--- config.mk ---
export PLATFORM = sky130hd
export DESIGN_NAME = rca_seq_chunked
export DESIGN_NICKNAME = d
export VERILOG_FILES = /design/src/rtl/rca_seq_chunked.sv
export SDC_FILE = /design/constraint.sdc
export NUM_CORES = 1
export LEC_CHECK = 0
export CORE_MARGIN = 3
export CORE_UTILIZATION = 56
export CTS_CLUSTER_DIAMETER = 60
export CTS_CLUSTER_SIZE = 16
export DETAILED_ROUTE_END_ITERATION = 16
export MAX_ROUTING_LAYER = met4
export PLACE_DENSITY = 0.93
export SYNTH_ARGS = -nofsm -noshare
export SYNTH_HDL_FRONTEND = slang
export SYNTH_SLANG_ARGS = --single-unit
--- constraint.sdc ---
create_clock -name clk_in -period 5.3 [get_ports clk_in]
set_input_delay 1.06 -clock clk_in [delete_from_list [all_inputs] [get_ports clk_in]]
set_output_delay 1.06 -clock clk_in [all_outputs]
set_load 0.03 [all_outputs]
--- src/rtl/rca_seq_chunked.sv ---
// Multi-cycle ripple-carry adder/subtractor: CHUNK bits per cycle, carry held
// in a register between chunks, start/busy/done handshake with held results.
module rca_seq_chunked #(
    parameter int WIDTH = 16,
    parameter int CHUNK = 4
) (
    input  logic             clk_in,
    input  logic             rst_n_in,
    input  logic             start_in,
    input  logic             sub_in,
    input  logic [WIDTH-1:0] a_in,
    input  logic [WIDTH-1:0] b_in,
    input  logic             c_in,
    output logic             busy_out,
    output logic             done_out,
    output logic [WIDTH-1:0] sum_out,
    output logic             carry_out,
    output logic             overflow_out
);
    localparam int NCH = WIDTH / CHUNK;
    localparam int IW  = (NCH > 1) ? $clog2(NCH) : 1;

    typedef enum logic [1:0] {
        IDLE,
        RUN,
        DONE
    } state_t;

    state_t           state_q;
    logic [IW-1:0]    idx_q;
    logic             carry_q;
    logic [WIDTH-1:0] a_q;
    logic [WIDTH-1:0] b_q;
    logic [WIDTH-1:0] res_q;
    logic [WIDTH-1:0] sum_q;
    logic             cout_q;
    logic             ovf_q;
    logic             busy_q;
    logic             done_q;

    logic [CHUNK:0]   csum_d;
    logic [WIDTH-1:0] res_d;
    logic             ovf_d;
    logic             last_d;

    // Operands shift right one chunk per cycle, so the active chunk is always
    // the low CHUNK bits; the result fills from the top and lands aligned.
    always_comb begin
        csum_d = {1'b0, a_q[CHUNK-1:0]} + {1'b0, b_q[CHUNK-1:0]}
               + {{CHUNK{1'b0}}, carry_q};
        res_d  = (res_q >> CHUNK) | (WIDTH'(csum_d[CHUNK-1:0]) << (WIDTH - CHUNK));
        // Carry into the chunk MSB recovered from its sum bit.
        ovf_d  = (a_q[CHUNK-1] ^ b_q[CHUNK-1] ^ csum_d[CHUNK-1]) ^ csum_d[CHUNK];
        last_d = (idx_q == IW'(NCH - 1));
    end

    always_ff @(posedge clk_in) begin
        if (!rst_n_in) begin
            state_q <= IDLE;
            idx_q   <= '0;
            carry_q <= 1'b0;
            a_q     <= '0;
            b_q     <= '0;
            res_q   <= '0;
            sum_q   <= '0;
            cout_q  <= 1'b0;
            ovf_q   <= 1'b0;
            busy_q  <= 1'b0;
            done_q  <= 1'b0;
        end else begin
            case (state_q)
                IDLE: begin
                    done_q <= 1'b0;
                    if (start_in) begin
                        a_q     <= a_in;
                        b_q     <= sub_in ? ~b_in : b_in;
                        carry_q <= sub_in ? ~c_in : c_in;
                        idx_q   <= '0;
                        busy_q  <= 1'b1;
                        state_q <= RUN;
                    end
                end
                RUN: begin
                    a_q     <= a_q >> CHUNK;
                    b_q     <= b_q >> CHUNK;
                    res_q   <= res_d;
                    carry_q <= csum_d[CHUNK];
                    if (last_d) begin
                        sum_q   <= res_d;
                        cout_q  <= csum_d[CHUNK];
                        ovf_q   <= ovf_d;
                        busy_q  <= 1'b0;
                        done_q  <= 1'b1;
                        state_q <= DONE;
                    end else begin
                        idx_q <= idx_q + 1'b1;
                    end
                end
                DONE: begin
                    done_q  <= 1'b0;
                    state_q <= IDLE;
                end
                default: begin
                    busy_q  <= 1'b0;
                    done_q  <= 1'b0;
                    state_q <= IDLE;
                end
            endcase
        end
    end

    assign busy_out     = busy_q;
    assign done_out     = done_q;
    assign sum_out      = sum_q;
    assign carry_out    = cout_q;
    assign overflow_out = ovf_q;

endmodule

; Word level (Yosys, flattened, before mapping)
; Cells that the tools add are included.
[word_totals]
elab_cells = 52
out_inout_bits = 20
ff_bits = 73
in_bits = 37
[op_classes]
n_eq_ne = 6
addsub = 3
muxes = 17
bitwise = 7
reduce_logical = 8
[op_table]
columns = operator, count
row1 = $pmux 16 s2, 2
row2 = $mux 16, 3
row3 = $not 16->16, 1
row4 = $or 12x16->16, 1
row5 = $mux 2, 4
row6 = $pmux 2 s2, 2
row7 = $reduce_and 2->1, 4
row8 = $ne 2x2->1 const B, 3
row9 = $reduce_and 3->1, 2
row10 = $add 4x4->5, 1
row11 = $add 5x1->5, 1
row12 = $eq 2x2->1 const B, 2
row13 = $mux 1, 4
row14 = $pmux 1 s3, 1
row15 = $xor 1x1->1, 3
row16 = $add 2x1->2 const B, 1
row17 = $eq 2x1->1 const B, 1
row18 = $logic_not 2->1, 1
row19 = $not 1->1, 2
row20 = $pmux 1 s2, 1
row21 = $reduce_bool 2->1, 1

; Logic depth before layout (Yosys ltp)
[depth]
ltp_word = 4
mapped_depth = 8
mapped_depth_nobuf = 7

; Worst setup path before layout
; No wires, ideal clock.
[synth_path]
path_kind = in2reg
start = input sub_in
end = register b_q[7]
t_required_ns = 5.185
path_buffers = 2
cell_stages = 6
t_arrival_ns = 1.869
setup_ns = 0.115
slack_ns = 3.316
path_cell_list = buf_4 -> buf_6 -> xor2_1 -> a22oi_1 -> o21ai_0 -> and2_1
[synth_between]
elab_chain_len = 3
[synth_lines]
columns = element, line_no
row1 = "start, declared", 10  ; input logic sub_in,
row2 = $mux 16, 76  ; b_q <= sub_in ? ~b_in : b_in;
row3 = $mux 16, 74  ; if (start_in) begin
row4 = $pmux 16 s2, 71  ; case (state_q)
row5 = "end signal, assigned", 76
row6 = "end signal, assigned", 85  ; b_q <= b_q >> CHUNK;
row7 = "end, declared", 33  ; logic [WIDTH-1:0] b_q;
; Every way passes these cells. The select of a mux whose other input is x is not followed.
; A chain may end at the register's enable or synchronous reset.

; Worst setup path in the final report
[layout_path]
start = input rst_n_in
end = register sum_q[15], in the netlist sum_out[15]
[layout_rtl]
columns = element, line_no
row1 = "start, declared", 8  ; input logic rst_n_in,
row2 = "end signal, assigned", 89  ; sum_q <= res_d;
row3 = "end, declared", 35  ; logic [WIDTH-1:0] sum_q;
; No word-level cell between the ends.

==> results.py <==
metrics = {
    "drt": {
        "first_iter_violations": 165,
        "wl_per_cell_um": 14.2,
        "drc": 0,
        "detail-route-antenna-nets": 0,
        "wl_um": 6860,
        "first_pass_iters": 5,
        "viasPerCell": 5.56,
        "routed-via-count": 2679,
    },
    "timing": {
        "max_freq_mhz": 295,
        "setup_viol": 0,
        "fin_crit_sh_pct": 63.9,
        "final_hold_viol_count": 0,
        "setup_slack_ns": 1.91,
        "relSlewSlack_pct": 34.8,
        "grt_setup_unrepaired": "false",
        "setup_tns_ns": 0,
        "period_minus_slack_ns": 3.39,
        "slew_viol_final": 0,
        "fin_worst_skew_ns": 0.00826,
        "worst_slew_pin_slew_ns": 0.977,
    },
    "worst_hold_path": {
        "hold_class": "reg2reg",
        "hold_end": "sum_out[4]",
        "hold_depth": 2,
        "min_from": "sum_out[4]",
    },
    "place": {
        "place.gp.congestion": 0.803,
        "numPortBuffers": 56,
        "hpwl_um": 4590,
        "place_ws_ns": 1.60,
    },
    "global_routing": {
        "grt_pass1_wl_um": 11300,
        "grt_use_total_pct": 23.2,
        "antenna_found_initial": 0,
        "grt_pass1_vias": 2575,
        "grt-ovfl-total": 0,
        "grt_max_degree": 29,
    },
    "floorplan": {
        "core-area_sq_mm": 0.00524,
        "ioPinCount": 57,
        "initial_core_util_pct": 59.3,
        "num_rows": 26,
        "die-area_sq_mm": 0.00647,
        "die_x_um": 80.5,
        "die_y_um": 80.5,
    },
    "yosys": {
        "synth-compound-area-share_pct": 23.4,
        "ys_seq_elements": 69,
        "netlist_area_sq_mm": 0.00310,
        "yosys.area_share.adder_pct": 2.90,
        "synthDistinctLibCells": 37,
        "synthMuxAreaShare_pct": 0,
        "synth.avg_cell_area_sq_um": 8.46,
        "synth-simple-area-share_pct": 16.9,
        "ys_seq_area_share_pct": 44.5,
        "synth_top_family_by_area": "compound AO/OA/AOI/OAI gates",
        "synthXorXnorAreaFrac_pct": 5.64,
        "syn-instance-count": 367,
        "yosysWarnings": 0,
        "syn_nets": 410,
    },
    "worst_setup_path": {
        "cp_max_fo": 28,
        "rr_worst_depth": 4,
        "critical_path.cell_chain": "clkdlybuf4s50_1, clkinv_1, buf_4, o31ai_1",
        "r2r-start": "state_q[1]",
        "endpoint_kind": "flop",
        "r2r_end": "a_q[9]",
        "crit_slowest_cell": "clkdlybuf4s50_1",
        "critPathKind": "in2reg",
        "crit_required_ns": 5.55,
        "start_kind": "input pin",
        "max_stage_delay_ns": 1.08,
        "crit_arrival_ns": 3.64,
        "regToRegSetupSlack_ns": 2.70,
    },
    "clock_tree": {
        "clk_latency_ns": 0.35,
        "cts_max_level": 3,
        "cts-root-buf": "clkbuf_8",
        "hold_buffers": 0,
        "cts_setup_buffers": 0,
        "cts_tree": "yes",
        "cts_resized": 0,
        "cts.sink_count": 69,
        "cts.clk_slew.worst_paths_ns": 0.07,
        "cts_buffer_depth": 2,
        "numCtsBuffers": 9,
    },
    "job": {
        "maxCapViolCount": 0,
    },
    "layout": {
        "nets": 450,
        "final_layout_size_suffix_gt1_share_pct": 7.77,
        "areaGrowthSynthToFinish_pct": 21.3,
        "antennaDiodeCount": 0,
    },
    "outcome": {
        "status": "complete, no violations",
    },
    "power_and_ir_drop": {
        "p_leak_nw": 1.37,
        "powerDensity_mw_per_mm2": 289,
        "vdd.ir_drop.worst_v": 0.000249,
    },
}
==> layout make-up <==
type	instances	area (sq um)
inverters	8	30.0
flip-flops and latches	69	1380
repair buffers	58	576
clock buffers	11	151
multi-input cells	261	1520
fillers	427	1470
well taps	70	87.6
clock inverters	5	25.0
==> cells in the mapped netlist (all sizes together) <==
| cell type | count | share of area (%) |
|---|---|---|
| nor3 | 2 | 0.32 |
| nor2 | 31 | 3.8 |
| dfxtp | 69 | 44 |
| a211oi | 3 | 0.73 |
| clkinv | 1 | 0.12 |
| nand3 | 2 | 0.32 |
| xor2 | 18 | 5.1 |
| o21bai | 1 | 0.24 |
| nor2b | 2 | 0.64 |
| ha | 4 | 1.6 |
| nand2 | 71 | 8.7 |
| o221ai | 11 | 3.1 |
| clkbuf | 10 | 1.2 |
| a22o | 1 | 0.28 |
| fa | 2 | 1.3 |
| a2bb2oi | 1 | 0.28 |
| o21ai | 21 | 3.4 |
| a21oi | 44 | 8.2 |
| a21o | 1 | 0.24 |
| o22ai | 5 | 1.0 |
| xnor2 | 2 | 0.56 |
| o31ai | 1 | 0.24 |
| buf | 19 | 4.5 |
| and2 | 13 | 2.7 |
| nand2b | 2 | 0.40 |
| inv | 7 | 0.85 |
| o221a | 1 | 0.36 |
| a22oi | 22 | 5.3 |
==> routing by layer <==
metal,up-vias,wire [um],global-route usage [%]
met2,71,3470,38.0
met3,17,343,6.84
li1,1334,-,-
met4,0,116,9.46
met5,-,0,-
met1,1257,2930,26.7
==> sequential cells by signal, indices dropped and copies added (netlist names) <==
signal	flops
done_out	1
carry_out	1
busy_out	1
carry_q	1
res_q	12
a_q	16
state_q	2
overflow_out	1
idx_q	2
b_q	16
sum_out	16
==> power breakdown <==
part | internal, mW | total [mW] | leakage, nW | switching (mW)
registers | 0.543 | 0.564 | 0.563 | 0.0213
clock network | 0.191 | 0.383 | 0.0986 | 0.192
logic | 0.0674 | 0.140 | 0.708 | 0.0723
total | 0.801 | 1.09 | 1.37 | 0.285
==> logic make-up (layout without fill, tap and decap cells) <==
family / Yosys count / after routing
simple gates: 123 / 123
compound gates: 112 / 112
flops: 69 / 69
buf+inv: 37 / 82
xor+xnor: 20 / 20
fa+ha+maj: 6 / 6
==> through the flow <==
step	cells	utilization, %	cell area, sq um	total power [mW]	hold WS (ns)
after floorplan	367	-	3100	0.663	0.432
after global placement	466	68.5	3590	0.705	0.443
after detailed placement	466	68.5	3590	0.713	0.454
after CTS	482	71.9	3770	1.09	0.463
after global routing	482	71.9	3770	1.13	0.484
final	482	71.9	3770	1.09	0.462
==> worst max-delay path by stage <==
stage	from	endpoint	slack, ns	cells after the start
detailed placement	rst_n_in	sum_out[15]	1.60	4
finish	rst_n_in	sum_out[15]	1.91	4
global placement	rst_n_in	sum_out[15]	1.71	4
CTS	rst_n_in	sum_out[15]	1.97	4
global route	rst_n_in	sum_out[15]	1.73	4
floorplan	sub_in	b_q[7]	3.32	6
==> cell usage in the layout (no fill, tap or decap), drive strengths merged, types with 7 or more instances in the layout <==
cell type and count:
dfxtp 69, a21oi 44, clkdlybuf4s50 56, o21ai 21
a22oi 22, and2 13, o221ai 11, xor2 18
nor2 31, inv 7, clkbuf 11, nand2 71
==> worst max-delay path, delay by kind of cell <==
| family | cells | cell delay (ns) |
|---|---|---|
| buffers and inverters | 3 | 2.31 |
| AOI/OAI and AO/OA | 1 | 0.26 |
(Power assumes the default switching activity.)
